File: config.mk
export PLATFORM = sky130hd
export DESIGN_NAME = ps2_cmd_tx_flat
export DESIGN_NICKNAME = d
export VERILOG_FILES = /design/src/rtl/ps2_pkg.sv /design/src/rtl/ps2_cmd_tx_if.sv /design/src/rtl/ps2_sync_edge.sv /design/src/rtl/ps2_cmd_tx.sv /design/src/flat_wrapper.sv
export SDC_FILE = /design/constraint.sdc
export NUM_CORES = 1
export LEC_CHECK = 0
export ABC_AREA = 1
export BUFFER_PORTS_ARGS = -buffer_cell sky130_fd_sc_hd__buf_4
export CAP_MARGIN = 10
export CORE_MARGIN = 4
export CORE_UTILIZATION = 50
export DETAILED_ROUTE_END_ITERATION = 7
export GPL_ROUTABILITY_DRIVEN = 0
export GPL_TIMING_DRIVEN = 0
export PLACE_DENSITY = 0.69
export SYNTH_ARGS = -nofsm -noshare
export SYNTH_HDL_FRONTEND = slang
export SYNTH_SLANG_ARGS = --single-unit
export TNS_END_PERCENT = 50
File: constraint.sdc
create_clock -name slow_clock -period 2 [get_ports slow_clock]
set_input_delay 0.1 -clock slow_clock [delete_from_list [all_inputs] [get_ports slow_clock]]
set_output_delay 0.1 -clock slow_clock [all_outputs]
set_load 0.03 [all_outputs]
File: src/rtl/ps2_pkg.sv
// Shared definitions for the PS/2 host command path: FSM states,
// well-known mouse command bytes, completion codes and default timing.
package ps2_pkg;

  typedef enum logic [2:0] {
    ST_IDLE,
    ST_INHIBIT,
    ST_REQUEST,
    ST_SHIFT,
    ST_ACK,
    ST_RELEASE
  } ps2_state_e;

  localparam logic [7:0] CMD_RESET    = 8'hFF;
  localparam logic [7:0] CMD_ENABLE   = 8'hF4;
  localparam logic [7:0] CMD_SET_RATE = 8'hF3;
  localparam logic [7:0] ACK_BYTE     = 8'hFA;

  localparam logic [1:0] ERR_ACKED   = 2'b00;
  localparam logic [1:0] ERR_NO_ACK  = 2'b01;
  localparam logic [1:0] ERR_TIMEOUT = 2'b10;

  // slow_clock is about 97.66 kHz, so 12 cycles is just over 100 us
  // and 1500 cycles is roughly 15.4 ms.
  localparam int INHIBIT_CYCLES_DEFAULT = 12;
  localparam int TIMEOUT_CYCLES_DEFAULT = 1500;

  // PS/2 frames carry odd parity over the eight data bits.
  function automatic logic odd_parity(input logic [7:0] data);
    return ~^data;
  endfunction

endpackage

File: src/rtl/ps2_cmd_tx_if.sv
// Command handshake between a controller and the PS/2 command transmitter.
interface ps2_cmd_tx_if;

  logic       cmd_valid;
  logic [7:0] cmd_byte;
  logic       cmd_ready;
  logic       busy;
  logic       done;
  logic [1:0] err;

  modport master (
    output cmd_valid, cmd_byte,
    input  cmd_ready, busy, done, err
  );

  modport slave (
    input  cmd_valid, cmd_byte,
    output cmd_ready, busy, done, err
  );

endinterface

File: src/rtl/ps2_sync_edge.sv
// Two-flop synchronizer for a PS/2 pad with a history flop for falling-edge
// detection. All flops reset to 1 because an idle PS/2 line floats high.
module ps2_sync_edge (
  input  logic slow_clock,
  input  logic reset,
  input  logic pad_in,
  output logic level,
  output logic fall
);

  logic meta_q, meta_d;
  logic sync_q, sync_d;
  logic hist_q, hist_d;

  // Shift the pad level one stage per cycle down the chain.
  always_comb begin
    meta_d = pad_in;
    sync_d = meta_q;
    hist_d = sync_q;
  end

  // Chain registers; an idle line reads high out of reset.
  always_ff @(posedge slow_clock or negedge reset) begin
    if (!reset) begin
      meta_q <= 1'b1;
      sync_q <= 1'b1;
      hist_q <= 1'b1;
    end else begin
      meta_q <= meta_d;
      sync_q <= sync_d;
      hist_q <= hist_d;
    end
  end

  assign level = sync_q;
  assign fall  = hist_q & ~sync_q;

endmodule

File: src/rtl/ps2_cmd_tx.sv
// Host-to-device PS/2 command transmitter: request-to-send, 11-bit host
// frame clocked by the device, acknowledge check and line release wait.
module ps2_cmd_tx
  import ps2_pkg::*;
#(
  parameter int INHIBIT_CYCLES = INHIBIT_CYCLES_DEFAULT,
  parameter int TIMEOUT_CYCLES = TIMEOUT_CYCLES_DEFAULT
) (
  input  logic        slow_clock,
  input  logic        reset,
  ps2_cmd_tx_if.slave cmd,
  input  logic        ps2_clk_in,
  input  logic        ps2_dat_in,
  output logic        ps2_clk_oe,
  output logic        ps2_dat_oe
);

  localparam int INH_W = $clog2(INHIBIT_CYCLES + 1);
  localparam int TO_W  = $clog2(TIMEOUT_CYCLES + 1);

  ps2_state_e       state_q, state_d;
  logic [7:0]       byte_q, byte_d;
  logic             parity_q, parity_d;
  logic [3:0]       bit_cnt_q, bit_cnt_d;
  logic [INH_W-1:0] inh_cnt_q, inh_cnt_d;
  logic [TO_W-1:0]  to_cnt_q, to_cnt_d;
  logic             clk_oe_q, clk_oe_d;
  logic             dat_oe_q, dat_oe_d;
  logic             done_q, done_d;
  logic [1:0]       err_q, err_d;

  logic clk_level, clk_fall;
  logic dat_level, dat_fall_unused;
  logic tx_bit;

  ps2_sync_edge u_clk_sync (
    .slow_clock (slow_clock),
    .reset      (reset),
    .pad_in     (ps2_clk_in),
    .level      (clk_level),
    .fall       (clk_fall)
  );

  ps2_sync_edge u_dat_sync (
    .slow_clock (slow_clock),
    .reset      (reset),
    .pad_in     (ps2_dat_in),
    .level      (dat_level),
    .fall       (dat_fall_unused)
  );

  // Select the frame bit for the current position: data LSB first, parity, stop.
  always_comb begin
    tx_bit = 1'b1;
    if (bit_cnt_q < 4'd8) begin
      tx_bit = byte_q[bit_cnt_q[2:0]];
    end else if (bit_cnt_q == 4'd8) begin
      tx_bit = parity_q;
    end
  end

  // Next-state and output logic; the done cycle always hands back to IDLE.
  always_comb begin
    state_d   = state_q;
    byte_d    = byte_q;
    parity_d  = parity_q;
    bit_cnt_d = bit_cnt_q;
    inh_cnt_d = inh_cnt_q;
    to_cnt_d  = to_cnt_q;
    clk_oe_d  = clk_oe_q;
    dat_oe_d  = dat_oe_q;
    err_d     = err_q;
    done_d    = 1'b0;

    if (done_q) begin
      state_d  = ST_IDLE;
      clk_oe_d = 1'b0;
      dat_oe_d = 1'b0;
    end else begin
      unique case (state_q)
        ST_IDLE: begin
          clk_oe_d = 1'b0;
          dat_oe_d = 1'b0;
          if (cmd.cmd_valid) begin
            byte_d    = cmd.cmd_byte;
            parity_d  = odd_parity(cmd.cmd_byte);
            bit_cnt_d = '0;
            inh_cnt_d = '0;
            to_cnt_d  = '0;
            err_d     = ERR_ACKED;
            clk_oe_d  = 1'b1;
            state_d   = ST_INHIBIT;
          end
        end
        ST_INHIBIT: begin
          if (inh_cnt_q == INH_W'(INHIBIT_CYCLES - 1)) begin
            dat_oe_d = 1'b1;
            state_d  = ST_REQUEST;
          end else begin
            inh_cnt_d = inh_cnt_q + 1'b1;
          end
        end
        ST_REQUEST: begin
          clk_oe_d = 1'b0;
          to_cnt_d = '0;
          state_d  = ST_SHIFT;
        end
        ST_SHIFT: begin
          if (clk_fall) begin
            dat_oe_d  = ~tx_bit;
            bit_cnt_d = bit_cnt_q + 1'b1;
            if (bit_cnt_q == 4'd9) begin
              state_d = ST_ACK;
            end
          end
        end
        ST_ACK: begin
          if (clk_fall) begin
            err_d   = dat_level ? ERR_NO_ACK : ERR_ACKED;
            state_d = ST_RELEASE;
          end
        end
        ST_RELEASE: begin
          if (clk_level && dat_level) begin
            done_d = 1'b1;
          end
        end
        default: begin
          state_d = ST_IDLE;
        end
      endcase

      if (state_q == ST_SHIFT || state_q == ST_ACK || state_q == ST_RELEASE) begin
        if (clk_fall) begin
          to_cnt_d = '0;
        end else if (to_cnt_q == TO_W'(TIMEOUT_CYCLES - 1)) begin
          clk_oe_d = 1'b0;
          dat_oe_d = 1'b0;
          err_d    = ERR_TIMEOUT;
          done_d   = 1'b1;
          to_cnt_d = '0;
        end else begin
          to_cnt_d = to_cnt_q + 1'b1;
        end
      end
    end
  end

  // State and datapath registers; reset releases both pads at once.
  always_ff @(posedge slow_clock or negedge reset) begin
    if (!reset) begin
      state_q   <= ST_IDLE;
      byte_q    <= '0;
      parity_q  <= 1'b0;
      bit_cnt_q <= '0;
      inh_cnt_q <= '0;
      to_cnt_q  <= '0;
      clk_oe_q  <= 1'b0;
      dat_oe_q  <= 1'b0;
      done_q    <= 1'b0;
      err_q     <= ERR_ACKED;
    end else begin
      state_q   <= state_d;
      byte_q    <= byte_d;
      parity_q  <= parity_d;
      bit_cnt_q <= bit_cnt_d;
      inh_cnt_q <= inh_cnt_d;
      to_cnt_q  <= to_cnt_d;
      clk_oe_q  <= clk_oe_d;
      dat_oe_q  <= dat_oe_d;
      done_q    <= done_d;
      err_q     <= err_d;
    end
  end

  assign ps2_clk_oe    = clk_oe_q;
  assign ps2_dat_oe    = dat_oe_q;
  assign cmd.cmd_ready = (state_q == ST_IDLE);
  assign cmd.busy      = (state_q != ST_IDLE);
  assign cmd.done      = done_q;
  assign cmd.err       = err_q;

endmodule

File: src/flat_wrapper.sv
// flat-port wrapper written by rule: the top's interface ports become plain ports
module ps2_cmd_tx_flat import ps2_pkg::*;
#(
  parameter int INHIBIT_CYCLES = INHIBIT_CYCLES_DEFAULT,
  parameter int TIMEOUT_CYCLES = TIMEOUT_CYCLES_DEFAULT
)
  (slow_clock, reset, ps2_clk_in, ps2_dat_in, ps2_clk_oe, ps2_dat_oe, cmd_cmd_valid, cmd_cmd_byte, cmd_cmd_ready, cmd_busy, cmd_done, cmd_err);
  ps2_cmd_tx_if cmd_i ();
  input  logic slow_clock;
  input  logic reset;
  input  logic ps2_clk_in;
  input  logic ps2_dat_in;
  output logic ps2_clk_oe;
  output logic ps2_dat_oe;
  input wire logic [$bits(cmd_i.cmd_valid)-1:0] cmd_cmd_valid;
  input wire logic [$bits(cmd_i.cmd_byte)-1:0] cmd_cmd_byte;
  output wire logic [$bits(cmd_i.cmd_ready)-1:0] cmd_cmd_ready;
  output wire logic [$bits(cmd_i.busy)-1:0] cmd_busy;
  output wire logic [$bits(cmd_i.done)-1:0] cmd_done;
  output wire logic [$bits(cmd_i.err)-1:0] cmd_err;
  assign cmd_i.cmd_valid = cmd_cmd_valid;
  assign cmd_i.cmd_byte = cmd_cmd_byte;
  assign cmd_cmd_ready = cmd_i.cmd_ready;
  assign cmd_busy = cmd_i.busy;
  assign cmd_done = cmd_i.done;
  assign cmd_err = cmd_i.err;
  ps2_cmd_tx #(.INHIBIT_CYCLES(INHIBIT_CYCLES), .TIMEOUT_CYCLES(TIMEOUT_CYCLES)) u_core (.slow_clock(slow_clock), .reset(reset), .cmd(cmd_i), .ps2_clk_in(ps2_clk_in), .ps2_dat_in(ps2_dat_in), .ps2_clk_oe(ps2_clk_oe), .ps2_dat_oe(ps2_dat_oe));
endmodule
==> summary.md <==
| Metric | Value |
|---|---|
| Hold Path Stages | 3 |
| DP Worst Slack | 0.326 ns |
| N_diodes | 0 |
| Die W | 77.1 µm |
| Max-slew violations | 0 |
| Antenna violations before repair | 0 |
| Area after DPL | 2600 µm² |
| Lkg Pwr | 1.40 nW |
| Crit path DAT | 1.88 ns |
| Clock Pin Slew Worst Setup and Hold Paths | 0.08 ns |
| Number of max-cap violations | 0 |
| Worst R2R Start | u_core.u_clk_sync.level$_DFF_PN1_ |
| DP Wirelength | 3630 µm |
| Hold WS | 0.0137 ns |
| Critical path fanouts, max | 9 |
| Row count | 24 |
| Clock buffer depth | 2 |
| Post-synthesis sequential area ratio | 0.432 |
| Largest family of logic cells by synthesized area | simple AND/OR/NAND/NOR gates |
| CORE AREA | 4470 µm² |
| Synth Area in Simple Gates | 0.341 |
| Warnings, synthesis | 0 |
| Yosys reg bits | 41 |
| Routed WL | 4740 µm |
| Multiplexer area fraction after synthesis | 0.00419 |
| Synthesized area per cell | 7.54 µm² |
| RSZ-0062 raised after global routing | no |
| Pwr Total | 3.38 mW |
| Worst Tran Pin Value | 0.515 ns |
| CTS tree | yes |
| Syn Inst Count | 317 |
| WS Path Type | register to register |
| # nets final | 364 |
| Layout area overhead | 14.8% |
| Most frequent cells in the layout | nand2_1, inv_1, dfrtp_1 |
| Synth Area in Compound Gates | 0.0791 |
| Power per Cell Area | 1230 nW/µm² |
| Crit path required time | 2.18 ns |
| Skew final | 0.0102 ns |
| Cell variety after synth | 33 |
| Worst Setup End Kind | register |
| Total track usage | 0.175 |
| Hold Crit Class | input pin to register |
| Clock Latency Late Sink | 0.29 ns |
| Die area | 5950 µm² |
| DRC Markers | 0 |
| R2R Setup Slk | 0.30 ns |
| Tmin final | 1.70 ns |
| Synth Area in XOR/XNOR | 0.0330 |
| Min-delay src | cmd_cmd_byte[1] |
| Fraction of layout cells with a size suffix above 1 | 0.156 |
| Global-route wire length before repair | 8560 µm |
| Via count | 2073 |
| Die height | 77.1 µm |
| Setup Buffers After CTS | 0 |
| Synthesized area | 2390 µm² |
| Syn_nets | 335 |
| Iteration count of the initial detailed-routing pass | 4 |
| FMAX | 589 MHz |
| CP startpoint kind | register |
| Design area | 2740 µm² |
| Leading cell type in the layout, fill and taps excluded | nand2_1 |
| Outcome | finished clean |
| CTS resizes | 0 |
| IO buf count | 19 |
| Adder-cell share of the synthesized area | 0.0262 |
| Worst r2r dst | u_core.state_q[2]$_DFFE_PN0P_ |
| Post-route ant nets | 0 |
| Vias per inst | 5.20 |
| Hold EP | u_core.byte_q[1]$_DFFE_PN0P_ |
| Setup TNS after final layout | 0 ns |
| Final Hold Fails | 0 |
| WL per Instance | 11.9 µm |
| Largest net degree at the start of global routing | 42 |
| CTS Sinks | 41 |
| Worst-case vdd ir drop | 0.594 mV |
| CTS Buf Count | 5 |
| Initial core utilization | 0.534 |
| Max_slew headroom | 0.657 |
| Part of the cycle the worst path needs | 0.848 |
| GRT Residual Overflow | 0 |
| Setup ws final | 0.303 ns |
| # IOs | 20 |
| DRT iter0 DRCs | 144 |
| Final setup fails | 0 |
| Via count of the first global-routing pass | 1948 |
| Htree depth | 2 |
| CTS Root Buffer Type | clkbuf_8 |
| Worst Reg2Reg Path Length in Cells | 9 |
-- Yosys cell counts, drive strengths merged --
cell type,instances,area (µm²)
o21ai,19,95.1
o21bai,1,7.51
a21oi,8,47.6
and3,1,6.26
xnor2,6,52.6
nor4,1,6.26
nand3,34,175
xor2,3,26.3
inv,47,179
mux2i,1,10.0
nand3b,2,15.0
nor2,27,134
nor3,6,30.0
o41ai,1,8.76
nand2,101,417
clkinv,2,7.51
dfrtp,36,901
o211a,1,10.0
nand4,5,31.3
dfstp,5,131
ha,5,62.6
a211oi,1,7.51
buf,2,16.3
o22ai,2,12.5
-- registers in the layout (all words and copies together) (netlist names), 2 cells and up --
name              cells
u_core.to_cnt_q      11
u_core.byte_q         8
u_core.bit_cnt_q      4
u_core.inh_cnt_q      4
u_core.state_q        3
u_core.cmd.err        2
-- layout make-up --
cell class,instances,area (µm²)
clock buffers,5,68.8
well taps,52,65.1
clock inverters,3,46.3
multi-input cells,225,1150
flip-flops and latches,41,1030
fillers,404,1730
inverters,49,186
repair buffers,22,173
plain buffers,2,16.3
-- routing by layer --
metal	global-route usage	wire length [µm]	vias up
met3	0.0363	328	6
met2	0.278	2110	63
met4	0.0480	53	0
met5	0	0	-
met1	0.241	2250	930
li1	-	-	1074
-- repair_timing --
action | in CTS | in global routing
endpoints found under the hold margin | 38 | 0
hold buffers | 3 | 0
setup endpoints to repair | 0 | 0
-- how the worst max path moves through the flow --
| stage | depth (start not counted) | slack (ns) | end | start |
|---|---|---|---|---|
| detailed placement | 9 | 0.33 | u_core.state_q[1]$_DFFE_PN0P_ | u_core.u_clk_sync.level$_DFF_PN1_ |
| finish | 9 | 0.30 | u_core.state_q[2]$_DFFE_PN0P_ | u_core.u_clk_sync.level$_DFF_PN1_ |
| CTS | 9 | 0.31 | u_core.state_q[1]$_DFFE_PN0P_ | u_core.u_clk_sync.level$_DFF_PN1_ |
| global route | 9 | 0.07 | u_core.state_q[0]$_DFFE_PN0P_ | u_core.u_clk_sync.level$_DFF_PN1_ |
| global placement | 9 | 0.34 | u_core.state_q[1]$_DFFE_PN0P_ | u_core.u_clk_sync.level$_DFF_PN1_ |
| floorplan | 8 | 0.41 | u_core.to_cnt_q[4]$_DFFE_PN0P_ | u_core.cmd.done$_DFF_PN0_ |
-- kinds of logic after synthesis --
group           after synthesis
xor+xnor                      9
buf+inv                      51
compound gates               33
simple gates                177
flops                        41
fa+ha+maj                     5
mux                           1
-- metrics by stage --
step	instances	util
final	399	0.613
after global routing	399	0.613
after CTS	399	0.613
after detailed placement	388	0.581
after global placement	388	0.581
after floorplan	317	-
-- report_power, final --
part / switching [mW] / total, mW / leakage [nW] / internal, mW
Sequential: 0.151 / 1.17 / 0.530 / 1.02
Clock: 0.298 / 0.671 / 0.0543 / 0.374
Combinational: 1.01 / 1.53 / 0.819 / 0.522
-- worst max-delay path, cell delays in order, from the launching register on --
cell and delay [ns]:
dfstp_2 0.53, inv_1 0.05, nand2_1 0.23, inv_1 0.17, nor2_1 0.22, nor2_1 0.07, nand4_1 0.09, nand2_1 0.09
nand2_1 0.07, nand2_1 0.05
Power figures use the tool's default switching activity.
